File: config.mk
export PLATFORM = sky130hd
export DESIGN_NAME = t03_sprite_layer_flat
export DESIGN_NICKNAME = d
export VERILOG_FILES = /design/src/rtl/t03_sprite_layer_if.sv /design/src/rtl/t03_sprite_layer.sv /design/src/flat_wrapper.sv
export SDC_FILE = /design/constraint.sdc
export NUM_CORES = 2
export LEC_CHECK = 0
export CORE_UTILIZATION = 45
export DETAILED_ROUTE_END_ITERATION = 10
export PLACE_DENSITY_LB_ADDON = 0.2
export SLEW_MARGIN = 20
export SYNTH_ARGS = -nofsm -noshare
export SYNTH_HDL_FRONTEND = slang
export SYNTH_MEMORY_MAX_BITS = 65536
export SYNTH_SLANG_ARGS = --single-unit
File: constraint.sdc
create_clock -name clk -period 9 [get_ports clk]
set_input_delay 0.9 -clock clk [delete_from_list [all_inputs] [get_ports clk]]
set_output_delay 0.9 -clock clk [all_outputs]
set_load 0.02 [all_outputs]
File: src/rtl/t03_sprite_layer_if.sv
// rtl/t03_sprite_layer_if.sv - sprite bitmap write port (valid/ready)
interface t03_sprite_layer_if;
   logic       wr_valid;
   logic       wr_ready;
   logic [1:0] wr_sprite;
   logic [8:0] wr_addr;
   logic [7:0] wr_data;

   modport master (
      output wr_valid, wr_sprite, wr_addr, wr_data,
      input  wr_ready
   );

   modport slave (
      input  wr_valid, wr_sprite, wr_addr, wr_data,
      output wr_ready
   );
endinterface

File: src/rtl/t03_sprite_layer.sv
// rtl/t03_sprite_layer.sv - multi-sprite VGA overlay, 3-cycle priority-resolved colour
// Optional horizontal mirroring: define T03_SPRITE_FLIP_EN.
module t03_sprite_layer #(
   parameter int NUM_SPR  = 2,
   parameter int SPR_W    = 15,
   parameter int SPR_H    = 20,
   parameter int SCALE_X  = 1,
   parameter int SCALE_Y  = 5,
   parameter int V_ACTIVE = 480
) (
   input  logic                   clk,
   input  logic                   rst,
   input  logic [10:0]            hcnt_i,
   input  logic [10:0]            vcnt_i,
   input  logic                   frame_start_i,
   input  logic [11*NUM_SPR-1:0]  pos_x_i,
   input  logic [11*NUM_SPR-1:0]  pos_y_i,
   input  logic [NUM_SPR-1:0]     enable_i,
   input  logic [8*NUM_SPR-1:0]   swap_from_i,
   input  logic [8*NUM_SPR-1:0]   swap_to_i,
   input  logic [NUM_SPR-1:0]     flip_x_i,
   t03_sprite_layer_if.slave      wr_if,
   output logic [7:0]             color_o,
   output logic [NUM_SPR-1:0]     hit_vec_o,
   output logic                   any_hit_o
);

   localparam int         DEPTH   = SPR_W * SPR_H;
   localparam logic [11:0] EXT_X  = 12'(SPR_W * SCALE_X);
   localparam logic [11:0] EXT_Y  = 12'(SPR_H * SCALE_Y);

   logic                 wr_ready_q;
   logic                 wr_en;
   logic                 v1_q, v2_q;
   logic [NUM_SPR-1:0]   opaque;
   logic [7:0]           pcol [NUM_SPR];
   logic [7:0]           color_d, color_q;
   logic [NUM_SPR-1:0]   hit_vec_q;
   logic                 any_hit_q;

   // Out-of-range sprite or address is still accepted, it simply writes nothing.
   assign wr_en = wr_if.wr_valid && wr_ready_q
               && ({1'b0, wr_if.wr_sprite} < 3'(NUM_SPR))
               && ({1'b0, wr_if.wr_addr} < 10'(DEPTH));
   assign wr_if.wr_ready = wr_ready_q;

`ifndef T03_SPRITE_FLIP_EN
   logic unused_flip;
   assign unused_flip = ^flip_x_i;
`endif

   for (genvar i = 0; i < NUM_SPR; i++) begin : g_spr
      logic [10:0] sx_q, sy_q;
      logic        en_q;
      logic [7:0]  sf_q, st_q;
      logic [11:0] dx, dy, col, row, col_f;
      logic        hit_d, hit1_q, hit2_q;
      logic [8:0]  addr_d, addr1_q;
      logic [7:0]  texel_q;
      logic [7:0]  mem_q [DEPTH];
`ifdef T03_SPRITE_FLIP_EN
      logic        fl_q;
`endif

      always_ff @(posedge clk or posedge rst) begin
         if (rst) begin
            sx_q <= '0;
            sy_q <= '0;
            en_q <= 1'b0;
            sf_q <= '0;
            st_q <= '0;
`ifdef T03_SPRITE_FLIP_EN
            fl_q <= 1'b0;
`endif
         end else if (frame_start_i) begin
            sx_q <= pos_x_i[11*i +: 11];
            sy_q <= pos_y_i[11*i +: 11];
            en_q <= enable_i[i];
            sf_q <= swap_from_i[8*i +: 8];
            st_q <= swap_to_i[8*i +: 8];
`ifdef T03_SPRITE_FLIP_EN
            fl_q <= flip_x_i[i];
`endif
         end
      end

      // 12-bit compare keeps x + extent from wrapping near the right/bottom edge.
      always_comb begin
         dx    = {1'b0, hcnt_i} - {1'b0, sx_q};
         dy    = {1'b0, vcnt_i} - {1'b0, sy_q};
         hit_d = en_q
              && ({1'b0, hcnt_i} >= {1'b0, sx_q})
              && ({1'b0, hcnt_i} <  {1'b0, sx_q} + EXT_X)
              && ({1'b0, vcnt_i} >= {1'b0, sy_q})
              && ({1'b0, vcnt_i} <  {1'b0, sy_q} + EXT_Y);
         col   = dx / 12'(SCALE_X);
         row   = dy / 12'(SCALE_Y);
`ifdef T03_SPRITE_FLIP_EN
         col_f = fl_q ? (12'(SPR_W - 1) - col) : col;
`else
         col_f = col;
`endif
         addr_d = hit_d ? 9'(row * 12'(SPR_W) + col_f) : '0;
      end

      always_ff @(posedge clk) begin
         if (wr_en && (wr_if.wr_sprite == 2'(i)))
            mem_q[wr_if.wr_addr] <= wr_if.wr_data;
      end

      always_ff @(posedge clk or posedge rst) begin
         if (rst) begin
            hit1_q  <= 1'b0;
            addr1_q <= '0;
            hit2_q  <= 1'b0;
            texel_q <= '0;
         end else begin
            hit1_q  <= hit_d;
            addr1_q <= addr_d;
            hit2_q  <= hit1_q;
            texel_q <= mem_q[addr1_q];
         end
      end

      assign opaque[i] = hit2_q && (texel_q != 8'h00);
      assign pcol[i]   = ((sf_q != 8'h00) && (texel_q == sf_q)) ? st_q : texel_q;
   end

   always_comb begin
      color_d = 8'h00;
      for (int i = NUM_SPR - 1; i >= 0; i--) begin
         if (opaque[i]) color_d = pcol[i];
      end
   end

   always_ff @(posedge clk or posedge rst) begin
      if (rst) begin
         wr_ready_q <= 1'b0;
         v1_q       <= 1'b0;
         v2_q       <= 1'b0;
         color_q    <= '0;
         hit_vec_q  <= '0;
         any_hit_q  <= 1'b0;
      end else begin
         wr_ready_q <= (vcnt_i >= 11'(V_ACTIVE));
         v1_q       <= 1'b1;
         v2_q       <= v1_q;
         color_q    <= v2_q ? color_d : 8'h00;
         hit_vec_q  <= v2_q ? opaque : '0;
         any_hit_q  <= v2_q && (|opaque);
      end
   end

   assign color_o   = color_q;
   assign hit_vec_o = hit_vec_q;
   assign any_hit_o = any_hit_q;

endmodule
File: src/flat_wrapper.sv
// flat-port wrapper written by rule: the top's interface ports become plain ports
module t03_sprite_layer_flat 
#(
   parameter int NUM_SPR  = 2,
   parameter int SPR_W    = 15,
   parameter int SPR_H    = 20,
   parameter int SCALE_X  = 1,
   parameter int SCALE_Y  = 5,
   parameter int V_ACTIVE = 480
)
  (clk, rst, hcnt_i, vcnt_i, frame_start_i, pos_x_i, pos_y_i, enable_i, swap_from_i, swap_to_i, flip_x_i, color_o, hit_vec_o, any_hit_o, wr_if_wr_valid, wr_if_wr_sprite, wr_if_wr_addr, wr_if_wr_data, wr_if_wr_ready);
  t03_sprite_layer_if wr_if_i ();
  input  logic clk;
  input  logic rst;
  input  logic [10:0] hcnt_i;
  input  logic [10:0] vcnt_i;
  input  logic frame_start_i;
  input  logic [11*NUM_SPR-1:0] pos_x_i;
  input  logic [11*NUM_SPR-1:0] pos_y_i;
  input  logic [NUM_SPR-1:0] enable_i;
  input  logic [8*NUM_SPR-1:0] swap_from_i;
  input  logic [8*NUM_SPR-1:0] swap_to_i;
  input  logic [NUM_SPR-1:0] flip_x_i;
  output logic [7:0] color_o;
  output logic [NUM_SPR-1:0] hit_vec_o;
  output logic any_hit_o;
  input wire logic [$bits(wr_if_i.wr_valid)-1:0] wr_if_wr_valid;
  input wire logic [$bits(wr_if_i.wr_sprite)-1:0] wr_if_wr_sprite;
  input wire logic [$bits(wr_if_i.wr_addr)-1:0] wr_if_wr_addr;
  input wire logic [$bits(wr_if_i.wr_data)-1:0] wr_if_wr_data;
  output wire logic [$bits(wr_if_i.wr_ready)-1:0] wr_if_wr_ready;
  assign wr_if_i.wr_valid = wr_if_wr_valid;
  assign wr_if_i.wr_sprite = wr_if_wr_sprite;
  assign wr_if_i.wr_addr = wr_if_wr_addr;
  assign wr_if_i.wr_data = wr_if_wr_data;
  assign wr_if_wr_ready = wr_if_i.wr_ready;
  t03_sprite_layer #(.NUM_SPR(NUM_SPR), .SPR_W(SPR_W), .SPR_H(SPR_H), .SCALE_X(SCALE_X), .SCALE_Y(SCALE_Y), .V_ACTIVE(V_ACTIVE)) u_core (.clk(clk), .rst(rst), .hcnt_i(hcnt_i), .vcnt_i(vcnt_i), .frame_start_i(frame_start_i), .pos_x_i(pos_x_i), .pos_y_i(pos_y_i), .enable_i(enable_i), .swap_from_i(swap_from_i), .swap_to_i(swap_to_i), .flip_x_i(flip_x_i), .wr_if(wr_if_i), .color_o(color_o), .hit_vec_o(hit_vec_o), .any_hit_o(any_hit_o));
endmodule
---- After elaboration in Yosys (flattened, before gate mapping) ----
Memories as Yosys holds them, arrays and structs flattened. A register that Yosys moved wholly into a read port is not among the register bits.
Cells that the tools add are included.
W data, S select, Z words.
word-level totals
  register bits after elaboration ......... 114
  RAM bits ................................ 4800
  output and inout port bits .............. 12
  memories ................................ 2
memory list
  memory                 words  bits a word  read ports  clocked after memory_dff  write ports  line                    text
  u_core.g_spr[0].mem_q  300    8            1           1                         1            t03_sprite_layer.sv:60  logic [7:0] mem_q [DEPTH];
  u_core.g_spr[1].mem_q  300    8            1           1                         1            t03_sprite_layer.sv:60
cells by class
  equality and inequality tests ........... 3
  multiply operators ...................... 2
  mux-type cells .......................... 12
  divide/modulo/power cells ............... 2
  reductions and logical operators ........ 24
  magnitude comparators ................... 11
  add/sub/neg operators ................... 10
operator list
  kind                     number
  $lt A11 B12 Y1           4
  $ge A11 B11 Y1           4
  $mux W8                  5
  $reduce_bool A8 Y1       4
  $add A11 B4 Y12 const B  2
  $add A11 B7 Y12 const B  2
  $div A12 B3 Y12 const B  2
  $mul A12 B4 Y9 const B   2
  $sub A11 B11 Y12         2
  $add A9 B9 Y9            2
  $logic_and A1 B1 Y1      18
  $mux W9                  2
  $sub A9 B9 Y9            2
  $eq A8 B8 Y1             2
  $ge A11 B9 Y1 const B    1
  $lt A9 B9 Y1 const B     1
  $mux W1                  4
  $eq A2 B1 Y1 const B     1
  $logic_not A2 Y1         1
  $lt A2 B2 Y1 const B     1
  $mux W2                  1
  $reduce_or A2 Y1         1

---- Depth between registers and ports, before layout ----
  word-level depth ........................ 6
  gate-level depth with buffers ........... 41
  gate-level depth less buffers ........... 39

---- Worst setup path after synthesis ----
Ideal clock, no wire load.
  path type ............................... input port to flip-flop
  start point ............................. input port vcnt_i[0]
  end point ............................... register u_core.g_spr[1].addr1_q[8]
  arrival ................................. 8497 ps
  stages .................................. 39
  path slack .............................. 384 ps
  required time ........................... 8881 ps
  library setup time ...................... 119 ps
  path through ............................ inv_1 -> ha_1 -> inv_1 -> fa_1 -> a211oi_2 -> o21bai_1 -> a2111o_1 -> and3_1 -> buf_6 -> nor4_1 -> a221o_1 -> o31a_2 -> nor3_1 -> a22o_1 -> a211oi_4 -> buf_6 -> mux2i_1 -> a31oi_1 -> [... 3 more ...] -> fa_1 -> fa_1 -> inv_1 -> fa_1 -> inv_1 -> ha_1 -> inv_1 -> fa_1 -> nor2b_1 -> o21ai_0 -> nand2b_1 -> a21o_1 -> a21oi_1 -> xnor2_1 -> xnor2_1 -> xnor2_1 -> xnor2_1 -> and2_1
on the way
  longest elaborated chain between the ends .. 5
  elaborated cells on any way between the ends .. 9
  classes of those cells .................. add/sub: 2; mul: 1; div: 1; order compare: 2; mux: 1; reduce/logical: 2
RTL lines
  item                           line                     text
  start, declared                flat_wrapper.sv:16       input logic [10:0] vcnt_i;
  $sub A11 B11 Y12               t03_sprite_layer.sv:90   dy = {1'b0, vcnt_i} - {1'b0, sy_q};
  $div A12 B3 Y12                t03_sprite_layer.sv:97   row = dy / 12'(SCALE_Y);
  $mul A12 B4 Y9                 t03_sprite_layer.sv:103  addr_d = hit_d ? 9'(row * 12'(SPR_W) + col_f) : '0;
  $add A9 B9 Y9                  t03_sprite_layer.sv:103
  $mux W9 (*)                    t03_sprite_layer.sv:103
  via u_core.g_spr[1].addr_d[8]  t03_sprite_layer.sv:58   logic [8:0] addr_d, addr1_q;
  end signal, assigned           t03_sprite_layer.sv:119  addr1_q <= addr_d;
  end, declared                  t03_sprite_layer.sv:58
Mark *: on every way through the listed nets, which the timed path passes. The rest lies on a longest branch.
A chain may end at the register's enable or synchronous reset.

---- Worst setup path in the final report ----
Ends and elaborated chain as after synthesis.

==> results.txt <==
In the final layout, the share of cells above drive strength 1 is 0.283. For the final database, setup skew stands at around 0.045 ns. Max-cap violations in this run came to 0. After layout, the minimum clock period comes to 8.60 ns. CTS built an H-tree with a depth of 5.

The starting density of the core is 0.453. The wire length of the first global-routing pass came out at 697000 um. At the end of the flow, the number of nets in the layout was 9766. The number of placement rows came out at 242.

Data on the critical path arrives at its endpoint at around 9.5 ns. The via count of the first global-routing pass came out at ~96000. The overall overflow remaining after global route came out at 0. The maximum buffer depth of the clock tree is 4.

The floorplan step set the die height to 664 um. After synthesis the netlist holds a flip-flop and latch count of 4930. In the synthesized netlist the dominant register cell turns out to be edfxtp_1. Once placement finished, the instance area stood at 0.207 mm^2. The post-synthesis instance total is 8973.

The utilization after layout is 0.511. The actual slew at the worst max-slew pin is 1.19 ns. The detail-routed via count per cell is about 6. The HPWL after detailed placement is 289000 um. The nature of the critical path endpoint is a flip-flop. The average footprint of a synthesized cell came out at 22.0 um^2. The normalized max-slew margin is 0.209. The number of warning messages in the yosys log is 0. In this run the clock root is driven by a clkbuf_16. The worst hold path belongs to the class primary input to flip-flop. Setup repair after global routing left no endpoint under its margin. The highest cell delay on the worst timing path came out at 0.57 ns. The overall power consumption came out at 61.8 mW. The horizontal die dimension came out at 664 um.

Setup violations remaining at the end of the flow were counted as 0. The area of the core region came out at 0.435 mm^2. The flow ran to the end, and the final reports show no timing, DRC or antenna violations. The sequential fraction of the synthesis area came out at 0.748. In the layout the commonest cells are edfxtp_1, mux4_2, nor2_1. The number of flops mapped to enable cells by yosys came out at 4800. The leakage power total came out at ~67 nW.

The finished cells cover 0.223 mm^2. Among all stages on the critical path, the largest delay is contributed by fa_1. The synthesized cell area came out at 0.197 mm^2.

The number of primary I/O pins came out at 137. The die outline area is 0.441 mm^2. The clock insertion delay at the later pin of the skew report is approximately 1.0 ns. The distinct cell type count after synthesis is 94. Clock-pin slew was measured on the worst setup and hold paths at approximately 0.060 ns.

The final wirelength came out at slightly below 500000 um. The worst ir drop on vdd is 0.00105 V. After clock tree synthesis, the flow added hold-fix buffers numbering 0. Registers take 0.147 mm^2. Input and output buffers added on the ports amount to 134. The number of DRC violations after detailed routing is 0. The final period utilization is 0.955. The layout-stage area growth over the synthesis result came out at 12.9%. The final hold violation count is 0. The number of buffers added by the clock tree synthesis step is ~480. The power density of the placed cells came out at about 280 mW/mm^2. The via count is 93200. In the synthesized netlist the async set-or-reset flop fraction comes to 0.0264. The maximum clock rate is between 100 and 150 MHz. The fill cell instance count of the final layout came out at 33700.

The first-iteration detailed-routing DRC count came out at 9756. After detailed routing, the average wire length per cell comes to 30.8 um. The total nets after synthesis came out at around 9300. The total count of max-transition violations in the final report came out at 0.

The global routing usage summed across all routing layers is 0.216. The multi-input combinational cells in the finished layout cover a total of 0.0475 mm^2. In this run the remaining antenna-violating nets after routing total 0. Entering global routing, the biggest net connects 226 pins. The number of search-and-repair iterations in the first detailed-routing pass came out at 6.

The number of antenna violations at the first check in global routing came to 33. The required time reported for the critical path endpoint is 9.86 ns. The clock net in this run drives a total of 4930 sinks. The maximum fanout along the worst path is 5. The CTS tree is done. STA classifies the critical path startpoint as a primary input. The worst setup path category is primary input to flip-flop. The routability congestion estimate from global placement came out at 0.815. Leaving out fill and tap cells, the most frequent cell in the layout is edfxtp_1.
## cells in the mapped netlist (all sizes together), types with 12 or more instances
library cell  instances  area (um^2)
xor2                 29          254
ha                  110         1380
xnor2                74          656
nor3b                12         90.1
nand4                21          131
nand2b               25          156
fa                   54         1080
o21a                 29          218
a31oi                16          106
a211oi               17          155
o211ai               14          110
edfxtp             4800       144000
o21ai               116          584
nor2                660         2480
clkbuf              343         1290
nand3                34          180
mux4               1575        35500
nor2b                30          188
and2                 23          144
dfrtp               130         3250
mux2i                38          380
nor3                 41          215
a21o                 19          143
or3                  13         81.3
nand2               158          593
inv                 136          510
a21oi                67          354
nor4                 26          163
buf                 158          648
o22ai                12         75.1
mux2                 59          664
## worst max-delay path: cells and delay by family
kind,cells,cell delay [ns]
adders and majority gates,6,2.59
AOI/OAI and AO/OA,12,2.40
and+or+nand+nor,8,1.54
buffers and inverters,8,1.36
xor gates and xnor gates,5,0.66
## cell families after synthesis
logic type / synth area share
AOI/OAI and AO/OA: 0.0137
and+or+nand+nor: 0.0234
buffers and inverters: 0.0124
other: 0.0000190
adders and majority gates: 0.0127
DFF: 0.748
xor gates and xnor gates: 0.00462
muxes: 0.185
## path summary, 6_finish.rpt
check	start	to	slack (ns)	depth (start not counted)
worst max register to register	u_core.g_spr[1].sy_q[0]$_DFFE_PP0P_	u_core.g_spr[1].addr1_q[8]$_DFF_PP0_	0.55	37
worst min-delay path	wr_if_wr_data[3]	u_core.g_spr[0].mem_q[201][3]$_DFFE_PP_	0.34	1
worst max-delay path	vcnt_i[0]	u_core.g_spr[1].addr1_q[8]$_DFF_PP0_	0.40	39
min in group asynchronous	rst	u_core.g_spr[0].st_q[6]$_DFFE_PP0P_	0.38	2
max in group asynchronous	rst	u_core.g_spr[1].addr1_q[3]$_DFF_PP0_	7.14	3
worst min register to register	u_core.g_spr[1].hit1_q$_DFF_PP0_	u_core.g_spr[1].hit2_q$_DFF_PP0_	0.36	0
## cell type report
class,count,area share
diodes,17,0.000191
clock buffers,604,0.0568
clock inverters,286,0.0109
inverters,136,0.00232
multi-input cells,3406,0.214
flip-flops and latches,4930,0.663
well taps,5734,0.0322
repair buffers,521,0.0214
## layer usage
layer  GRT usage  routed length (um)
met4      0.0611               14100
met5           0                  51
met3      0.0254               27100
met1       0.307              201000
met2       0.358              239000
## power by group
group          internal, mW  switching [mW]
sequential             25.3           0.275
combinational          8.49            8.34
clock                  10.8            8.58
## state kept, by name (all words and copies together) (netlist names)
signal,flops
u_core.g_spr.mem_q,4800
u_core.v1_q,1
u_core.g_spr.hit2_q,2
u_core.hit_vec_o,2
u_core.any_hit_o,1
u_core.g_spr.addr1_q,18
u_core.g_spr.sy_q,22
u_core.g_spr.en_q,2
u_core.g_spr.sx_q,22
u_core.wr_if.wr_ready,1
u_core.g_spr.hit1_q,2
u_core.color_o,8
u_core.g_spr.st_q,16
u_core.g_spr.sf_q,16
u_core.v2_q,1
u_core.g_spr.texel_q,16
## per-stage QoR
step	TNS, ns	worst slack [ns]	std cells	hold WS (ns)
2_1_floorplan	0	0.384	8973	0.331
3_3_place_gp	-1.36	-0.635	14700	0.339
3_5_place_dp	-1.98	-0.753	14700	0.341
4_1_cts	0	0.337	15600	0.272
5_1_grt	0	0.000929	15600	0.299
6_report	0	0.402	15600	0.342
## repair_timing
action                                  CTS  global route
endpoints found under the setup margin    0             2
buffers inserted                          0             4
gates resized for setup                   0            38
No activity file was read; power rests on OpenSTA's default activity.
